**config.mk**
```make
export PLATFORM = sky130hd
export DESIGN_NAME = spi_slave_gen
export DESIGN_NICKNAME = d
export VERILOG_FILES = /design/src/rtl/spi_pkg.sv /design/src/rtl/spi_tx_serializer.sv /design/src/rtl/spi_slave_gen.sv
export SDC_FILE = /design/constraint.sdc
export NUM_CORES = 1
export LEC_CHECK = 0
export CAP_MARGIN = 30
export CORE_MARGIN = 2
export CORE_UTILIZATION = 55
export DETAILED_ROUTE_END_ITERATION = 12
export HOLD_SLACK_MARGIN = 0.02
export PLACE_DENSITY = 0.79
export SYNTH_ARGS = -nofsm -noshare
export SYNTH_HDL_FRONTEND = slang
export SYNTH_SLANG_ARGS = --single-unit
```
**constraint.sdc**
```tcl
create_clock -name clk -period 2 [get_ports clk]
set_input_delay 0.4 -clock clk [delete_from_list [all_inputs] [get_ports clk]]
set_output_delay 0.4 -clock clk [all_outputs]
set_load 0.005 [all_outputs]
```
**src/rtl/spi_pkg.sv**
```systemverilog
// Shared types and constants for the parametrised SPI slave front-end.
package spi_pkg;

  typedef enum logic [2:0] {
    IDLE,
    CHK_CMD,
    WRITE,
    READ_ADD,
    READ_DATA,
    TX_WAIT,
    TX_SHIFT,
    HOLD
  } spi_state_e;

  localparam logic [1:0] CMD_WR_ADDR = 2'b00;
  localparam logic [1:0] CMD_WR_DATA = 2'b01;
  localparam logic [1:0] CMD_RD_ADDR = 2'b10;
  localparam logic [1:0] CMD_RD_DATA = 2'b11;

  // A frame is the two command bits followed by one payload word.
  function automatic int unsigned frame_w(input int unsigned data_w);
    return data_w + 2;
  endfunction

endpackage

```
**src/rtl/spi_tx_serializer.sv**
```systemverilog
// Shifts a loaded read word out on MISO, MSB first, one bit per clock.
module spi_tx_serializer #(
  parameter int unsigned DATA_W = 8
) (
  input  logic              clk,
  input  logic              rst_n,
  input  logic              i_load,
  input  logic [DATA_W-1:0] i_data,
  input  logic              i_clear,
  output logic              o_miso,
  output logic              o_done
);

  localparam int unsigned CNT_W = $clog2(DATA_W + 1);
  localparam logic [CNT_W-1:0] CNT_FULL = CNT_W'(DATA_W);
  localparam logic [CNT_W-1:0] CNT_ONE  = CNT_W'(1);

  logic [DATA_W-1:0] r_shift;
  logic [CNT_W-1:0]  r_cnt;
  logic              r_miso;

  always_ff @(posedge clk or negedge rst_n) begin
    if (!rst_n) begin
      r_shift <= '0;
      r_cnt   <= '0;
      r_miso  <= 1'b0;
    end else if (i_clear) begin
      r_cnt  <= '0;
      r_miso <= 1'b0;
    end else if (i_load) begin
      r_shift <= i_data;
      r_cnt   <= CNT_FULL;
      r_miso  <= 1'b0;
    end else if (r_cnt != '0) begin
      r_miso  <= r_shift[DATA_W-1];
      r_shift <= r_shift << 1;
      r_cnt   <= r_cnt - 1'b1;
    end else begin
      r_miso <= 1'b0;
    end
  end

  // High in the cycle whose clock edge drives the final bit.
  assign o_done = (r_cnt == CNT_ONE);
  assign o_miso = r_miso;

endmodule

```
**src/rtl/spi_slave_gen.sv**
```systemverilog
// SPI slave: deserialises {cmd, payload} frames to the RAM and serialises read data onto MISO.
module spi_slave_gen
  import spi_pkg::*;
#(
  parameter int unsigned DATA_W     = 8,
  parameter int unsigned BURST      = 0,
  parameter int unsigned TX_TIMEOUT = 15
) (
  input  logic              clk,
  input  logic              rst_n,
  input  logic              SS_n,
  input  logic              MOSI,
  output logic              MISO,
  output logic [DATA_W+1:0] rx_data,
  output logic              rx_valid,
  input  logic [DATA_W-1:0] tx_data,
  input  logic              tx_valid,
  output logic              frame_err,
  output logic              busy
);

  localparam int unsigned FRAME_W = frame_w(DATA_W);
  localparam int unsigned CNT_W   = $clog2(FRAME_W + 1);
  localparam int unsigned TMO_W   = $clog2(TX_TIMEOUT + 1);
  localparam logic [CNT_W-1:0] BIT_LAST = CNT_W'(FRAME_W - 1);
  localparam logic [TMO_W-1:0] TMO_LAST = TMO_W'(TX_TIMEOUT - 1);

  spi_state_e         r_state;
  logic [FRAME_W-2:0] r_shift;
  logic [CNT_W-1:0]   r_bit_cnt;
  logic [TMO_W-1:0]   r_tmo_cnt;
  logic [FRAME_W-1:0] r_rx_data;
  logic               r_rx_valid;
  logic               r_frame_err;
  logic               r_rd_addr_done;

  spi_state_e w_end_state;
  logic       w_ser_load;
  logic       w_ser_done;
  logic       w_mid_frame;

  // SS_n is known to be low wherever the frame-end target is taken.
  assign w_end_state = (BURST != 0) ? CHK_CMD : HOLD;
  assign w_ser_load  = (r_state == TX_WAIT) && !SS_n && tx_valid;
  assign w_mid_frame = (r_bit_cnt != '0) || (r_state == TX_WAIT) || (r_state == TX_SHIFT);

  always_ff @(posedge clk or negedge rst_n) begin
    if (!rst_n) begin
      r_state        <= IDLE;
      r_shift        <= '0;
      r_bit_cnt      <= '0;
      r_tmo_cnt      <= '0;
      r_rx_data      <= '0;
      r_rx_valid     <= 1'b0;
      r_frame_err    <= 1'b0;
      r_rd_addr_done <= 1'b0;
    end else begin
      r_rx_valid  <= 1'b0;
      r_frame_err <= 1'b0;
      if (SS_n) begin
        if (r_state != IDLE) begin
          r_state     <= IDLE;
          r_bit_cnt   <= '0;
          r_tmo_cnt   <= '0;
          r_frame_err <= w_mid_frame;
        end
      end else begin
        unique case (r_state)
          IDLE: r_state <= CHK_CMD;
          CHK_CMD: begin
            if (!MOSI)               r_state <= WRITE;
            else if (r_rd_addr_done) r_state <= READ_DATA;
            else                     r_state <= READ_ADD;
          end
          WRITE, READ_ADD, READ_DATA: begin
            r_shift <= {r_shift[FRAME_W-3:0], MOSI};
            if (r_bit_cnt == BIT_LAST) begin
              r_bit_cnt  <= '0;
              r_rx_data  <= {r_shift, MOSI};
              r_rx_valid <= 1'b1;
              if (r_state == READ_DATA) begin
                r_state <= TX_WAIT;
              end else begin
                if (r_state == READ_ADD) r_rd_addr_done <= 1'b1;
                r_state <= w_end_state;
              end
            end else begin
              r_bit_cnt <= r_bit_cnt + 1'b1;
            end
          end
          TX_WAIT: begin
            if (tx_valid) begin
              r_tmo_cnt <= '0;
              r_state   <= TX_SHIFT;
            end else if (r_tmo_cnt == TMO_LAST) begin
              r_tmo_cnt   <= '0;
              r_frame_err <= 1'b1;
              r_state     <= HOLD;
            end else begin
              r_tmo_cnt <= r_tmo_cnt + 1'b1;
            end
          end
          TX_SHIFT: begin
            if (w_ser_done) begin
              r_rd_addr_done <= 1'b0;
              r_state        <= w_end_state;
            end
          end
          HOLD:    r_state <= HOLD;
          default: r_state <= IDLE;
        endcase
      end
    end
  end

  spi_tx_serializer #(
    .DATA_W (DATA_W)
  ) u_tx_ser (
    .clk     (clk),
    .rst_n   (rst_n),
    .i_load  (w_ser_load),
    .i_data  (tx_data),
    .i_clear (SS_n),
    .o_miso  (MISO),
    .o_done  (w_ser_done)
  );

  assign rx_data   = r_rx_data;
  assign rx_valid  = r_rx_valid;
  assign frame_err = r_frame_err;
  assign busy      = (r_state != IDLE);

endmodule

```
==> results of run 1 <==
## state kept, by name, summed over array words and instances (netlist names)
name	count
r_rd_addr_done	1
rx_data	10
r_bit_cnt	4
u_tx_ser.r_shift	8
u_tx_ser.o_miso	1
u_tx_ser.r_cnt	4
rx_valid	1
r_tmo_cnt	4
r_state	3
frame_err	1
r_shift	9
## cell usage after synthesis (all sizes together), types with 2 or more instances
| cell type | instances |
|---|---|
| nor3 | 2 |
| nand3 | 6 |
| xor2 | 3 |
| nor2b | 3 |
| nand2 | 19 |
| o31ai | 3 |
| inv | 7 |
| nor2 | 12 |
| ha | 8 |
| or2 | 2 |
| and3 | 4 |
| mux2 | 19 |
| a21oi | 4 |
| dfrtp | 46 |
| a31oi | 3 |
| o41ai | 2 |
| buf | 9 |
| nand2b | 2 |
| mux2i | 8 |
| o21ai | 16 |
## stage by stage
step	util	TNS [ps]	hold slack, ps	cell area (um2)
floorplan	-	0	104	2230
global placement	0.669	0	432	2640
detailed placement	0.669	-42.1	429	2640
CTS	0.693	0	90.9	2730
global route	0.693	0	117	2730
finish	0.693	0	85.0	2730
## kinds of logic after synthesis
| kind of cell | after synthesis | share of synthesized area |
|---|---|---|
| mux | 27 | 0.132 |
| xor+xnor | 4 | 0.0157 |
| compound gates | 40 | 0.119 |
| simple gates | 59 | 0.134 |
| buf+inv | 17 | 0.0382 |
| fa+ha+maj | 8 | 0.0449 |
| flops | 46 | 0.516 |
## worst register-to-register path, stage by stage (launching register included)
cell     delay, ps
dfrtp_1        430
inv_1           70
ha_1           210
a311o_1        280
or4_4          440
o21ai_2         80
mux2i_1        180
## what timing repair did
| action | 4_1_cts | 5_1_grt |
|---|---|---|
| gates resized for setup | 0 | 1 |
| hold buffers | 0 | 0 |
| setup buffers | 0 | 0 |
| endpoints found under the setup margin | 0 | 1 |
## final timing paths
check	end	cells after the start	slack, ps
worst max-delay path	busy	3	110
min in group clk	rx_data[9]	1	510
worst min register to register	rx_data[9]	1	510
worst max register to register	r_state[0]	6	230
worst min-delay path	rx_data[9]	1	80
max in group asynchronous	r_shift[1]	2	1340
## layout make-up
class / count / area, um2 / share of cell area
clock buffers: 5 / 68.8 / 0.0252
clock inverters: 3 / 26.3 / 0.00962
inverters: 7 / 26.3 / 0.00962
multi-input cells: 138 / 993 / 0.364
flip-flops and latches: 46 / 1150 / 0.422
well taps: 50 / 62.6 / 0.0229
repair buffers: 44 / 403 / 0.147
## power by group
part	internal (W)	total (W)	switching, W	leakage (nW)
Combinational	0.000622	0.00115	0.000527	0.608
Sequential	0.00122	0.00147	0.000249	0.610
Clock	0.000260	0.000601	0.000341	0.0495
Total	0.00210	0.00322	0.00112	1.27
## routing by layer
| metal | track usage | share of wire |
|---|---|---|
| met5 | 0 | 0 |
| met4 | 0.0842 | 0.0079 |
| met3 | 0.0483 | 0.037 |
| met2 | 0.326 | 0.50 |
| met1 | 0.256 | 0.46 |
==> results.md, run 1 <==
* CTS H-tree lvls at 2
* Unrepaired setup endpoints after global routing: false
* Proportion of layout cells with a drive suffix above 1 at 0.218
* Setup ws final at 110 ps
* Worst setup path startpoint: r_state[0]
* Clock transition at path regs at 100 ps
* Die X at 67.7 um
* YS warnings at 0
* CP arrival at 1490 ps
* Pleak at 1.27 nW
* Initial DRT Pass Iterations at 4
* Antenna viol nets, final at 0
* DR iter-0 viols at 116
* Grt total ovfl at 0
* First-pass GRT wire length at 6.87 mm
* Detailed Route WL at 4.04 mm
* CTS Buffer Depth at 2
* Placer congestion estimate at 0.814
* Leading area contributor after synthesis: dfrtp_1
* Core area at 3940 um2
* DR vias/cell at 5.56
* Crit path max-delay family: flip-flops
* CTS tree: yes
* Total of max-cap violations at 0
* Final hold violations at 0
* Dpl hpwl at 2.94 mm
* R2r startpoint: r_tmo_cnt[0]
* Row cnt at 23
* Port buffer count at 26
* Initial antenna violation count at 0
* Proportion of netlist area held by the largest area contributor at 0.516
* Post-layout min period at 1890 ps
* Worst Tran Pin Value at 579 ps
* Worst relative slew slack at 0.614
* Mapped cell area at 2230 um2
* Nets at 263
* Worst path max stage delay at 500 ps
* Overall power at 0.00322 W
* Die H at 67.7 um
* Sink Count at 46
* Worst-Skew Late Latency at 300 ps
* Diodes inserted at 0
* Initial Util at 0.566
* CP cell instances: nor2_1, nand2_1, clkdlybuf4s50_1
* Largest net degree at the start of global routing at 27
* Main synth FF type: dfrtp_1
* Buffers and inverters on the worst path at 1
* Worst setup EP type: output port
* Sequential fraction of the synthesis area at 0.516
* Residual DRC at 0
* Area Growth Syn to Fin at 22.6%
* Via count at 1628
* Fill count at 266
* Async SR Flop Fraction at 1.00
* Final Slew Violations at 0
* CTS Root Cell: clkbuf_8
* Final worst path period share at 0.945
* # setup viols final at 0
* Setup Skew at 9.04 ps
* Die ar. at 4580 um2
* Layout Cells excl Fill at 293
* I/O pin cnt at 27
* Gate Count Post-Synth at 201
* Routed wire per std cell at 13.8 um
* Global-route usage over all layers at 0.201
* Hold crit path type: in2async
* Max Freq at 0.529 GHz
* Worst setup SP type: flip-flop
* Syn nets at 222
* Post-synth cell types at 45
* CTS Buf Count at 5
* Mean Syn Cell Area at 11.1 um2
* Status: complete, no violations
* Worst slack at placement at -38.1 ps
* Worst-path maximum fanout at 11
* Cell Pwr Density at 1180 nW/um2
* Critical path class: reg2out
* Synth top area cells: dfrtp_1 (52%), mux2_2 (9.6%), ha_1 (4.5%), mux2i_1 (3.6%), o21ai_0 (3.4%)
* Crit-path slowest cell: dfrtp_2
* Post-Place Cells at 285
* Commonest non-fill, non-tap cell in the layout: dfrtp_1
* Vias in the first global route at 1565
* Most frequent cells in the layout: dfrtp_1 (45), clkdlybuf4s50_1 (25), nand2_1 (19), mux2_2 (19), buf_4 (17)
* Synth Register Bits at 46
* Number of synthesized flops with an enable pin at 0
* Maximum VDD drop at 0.833 mV
* Req. time, crit path at 1600 ps
(Power assumes the default switching activity.)
==> run 2, diff against run 1 <==
Settings changed: CTS_CLUSTER_SIZE set to 40.
==> results of run 2 <==
Final layout, timing and power as in run 1 (identical DEF).
==> run 3, diff against run 2 <==
Settings changed: CORE_MARGIN 2 to 3, CTS_CLUSTER_DIAMETER set to 50.
==> run 3 against run 2 <==
Clock skew is 0.72 ps higher. Clock power is 4.3% lower. Setup slack worse by 8.0 ps. Sequential power hardly changed. Highest routed layer unchanged. Combinational power hardly changed. Global-route usage is 0.082 points lower. Flip-flop and latch count stayed put. Final cell count is 2.0% lower. Wire length is 15% higher. First-iteration DRC count is 10% higher. Worst hold slack better by 90 ps. Die area is 6.0% higher.
==> results.md, run 3 (synthesis gave the netlist of run 1 again) <==
* Setup repair bufs after CTS at 0 (unchanged)
* Post-Place Cells at 279 (-2.1%)
* Hold crit path type: in2async
* CTS tree: yes
* R2r startpoint: r_tmo_cnt[0]
* Critical path class: reg2out
* Diodes inserted at 0 (unchanged)
* Placer congestion estimate at 0.874 (+7.3%)
* Nets at 259 (-1.5%)
* Clock transition at path regs at 80 ps (-20 ps)
* Detailed Route WL at 4.66 mm (+15%)
* Port buffer count at 26 (unchanged)
* Resized cells post-CTS at 0 (unchanged)
* Max reg flops at 10 (unchanged)
* CTS Root Cell: clkbuf_8
* CP Capture Point: busy
* Req. time, crit path at 1600 ps (about the same)
* Dpl hpwl at 3.21 mm (+9.2%)
* Worst-path maximum fanout at 8 (-3)
* Routed wire per std cell at 16.2 um (+18%)
* Final Slew Violations at 0 (unchanged)
* Max Freq at 0.527 GHz (-0.42%)
* Cell Pwr Density at 1190 nW/um2 (+1.1%)
* First-pass GRT wire length at 7.70 mm (+12%)
* Die H at 69.7 um (+3.0%)
* Final worst path period share at 0.949 (+0.00399)
* Commonest non-fill, non-tap cell in the layout: dfrtp_1
* Final hold violations at 0 (unchanged)
* CP cell instances: inv_1, nand2_1, clkdlybuf4s50_1
* Worst relative slew slack at 0.614 (about the same)
* CTS H-tree lvls at 2 (unchanged)
* Sink Count at 46 (unchanged)
* Via count at 1629 (+0.061%)
* Pleak at 1.25 nW (-1.8%)
* CP arrival at 1500 ps (about the same)
* Initial Util at 0.591 (+0.0257)
* Residual DRC at 0 (unchanged)
* Row cnt at 22 (-4.3%)
* Setup Skew at 9.76 ps (+0.721 ps)
* Die X at 69.7 um (+3.0%)
* Setup ws final at 102 ps (-7.98 ps)
* Worst-Skew Late Latency at 300 ps (about the same)
* Post-layout min period at 1900 ps (+7.98 ps)
* Worst Reg2Reg Path Length in Cells at 5 (-1)
* Grt total ovfl at 0 (unchanged)
* Proportion of layout cells with a drive suffix above 1 at 0.205 (-0.0131)
* Worst slack at placement at -38.5 ps (-0.387 ps)
* Crit-path slowest cell: clkdlybuf4s50_1
* Core area at 3770 um2 (-4.3%)
* Worst setup path startpoint: r_state[2]
* Status: complete, no violations
* Layout Cells excl Fill at 287 (-2.0%)
* # setup viols final at 0 (unchanged)
* Die ar. at 4850 um2 (+6.0%)
* Initial DRT Pass Iterations at 4 (unchanged)
* Worst Tran Pin Value at 579 ps (+0.339 ps)
* Most frequent cells in the layout: dfrtp_1 (44), clkdlybuf4s50_1 (25), nand2_1 (19), mux2_2 (19), o21ai_0 (15)
* CTS Buffer Depth at 2 (unchanged)
* I/O pin cnt at 27 (unchanged)
* Vias in the first global route at 1637 (+4.6%)
* Worst setup SP type: flip-flop
* Hold buffer count at cts at 0 (unchanged)
* Largest net degree at the start of global routing at 47 (+74%)
* Worst path max stage delay at 490 ps (about the same)
* Unrepaired setup endpoints after global routing: false
* Maximum VDD drop at 0.781 mV (-6.2%)
* DR vias/cell at 5.68 (+2.2%)
* Area Growth Syn to Fin at 21.0%
* Layout Utilization at 0.715 (+0.0222)
* Reg-to-Reg End: r_tmo_cnt[3]
* CTS Buf Count at 5 (unchanged)
* Worst setup EP type: output port
* Total of max-cap violations at 0 (unchanged)
* Global-route usage over all layers at 0.200 (-0.000825)
* Antenna viol nets, final at 0 (unchanged)
* DR iter-0 viols at 128 (+10%)
* Initial antenna violation count at 0 (unchanged)
* Reg-to-reg slack, setup at 210 ps (-20 ps)
## run 3: changes by cell type in the layout (fill, tap and decap cells not counted), sizes merged
cell	previous run	this run
clkbuf	5	7
inv	10	7
clkinv	0	1
buf	19	15
## run 3: stage by stage
| stage | power [W] | hold slack [ps] | instance area, um2 | TNS, ps |
|---|---|---|---|---|
| after floorplan | 0.00220 | 104 | 2230 | 0 |
| after global placement | 0.00253 | 484 | 2600 | 0 |
| after detailed placement | 0.00262 | 496 | 2600 | -65.3 |
| after CTS | 0.00322 | 186 | 2700 | 0 |
| after global routing | 0.00344 | 220 | 2700 | 0 |
| final | 0.00321 | 175 | 2700 | 0 |
## run 3: power by group
group	switching, W	internal (W)	total (W)
logic	0.000538	0.000608	0.00115
registers	0.000271	0.00122	0.00149
clock network	0.000296	0.000279	0.000575
total	0.00110	0.00211	0.00321
## run 3: worst max-delay path, delay by kind of cell, from the launching register on
kind | cells | cell delay (ps)
buf+inv | 2 | 640
flops | 1 | 470
simple gates | 1 | 90
## run 3: worst min path at each step
stage	endpoint	from	slack, ps
6_report	r_tmo_cnt[1]	rst_n	180
2_1_floorplan	frame_err	rst_n	100
3_3_place_gp	r_shift[8]	r_shift[8]	480
5_1_grt	frame_err	rst_n	220
3_5_place_dp	u_tx_ser.o_miso	u_tx_ser.r_shift[7]	500
4_1_cts	u_tx_ser.r_cnt[3]	rst_n	190
## run 3: cell type report
class	instances	area, um2
flip-flops and latches	46	1150
fillers	251	1070
multi-input cells	138	993
repair buffers	40	373
clock buffers	7	86.3
well taps	48	60.1
inverters	7	26.3
clock inverters	1	5.00
## run 3: routing by layer
metal	wire length (um)	vias to the layer above	global-route usage
met3	205	4	0.0464
met4	62	0	0.0851
li1	-	789	-
met1	2080	797	0.254
met2	2320	39	0.327
met5	0	-	0
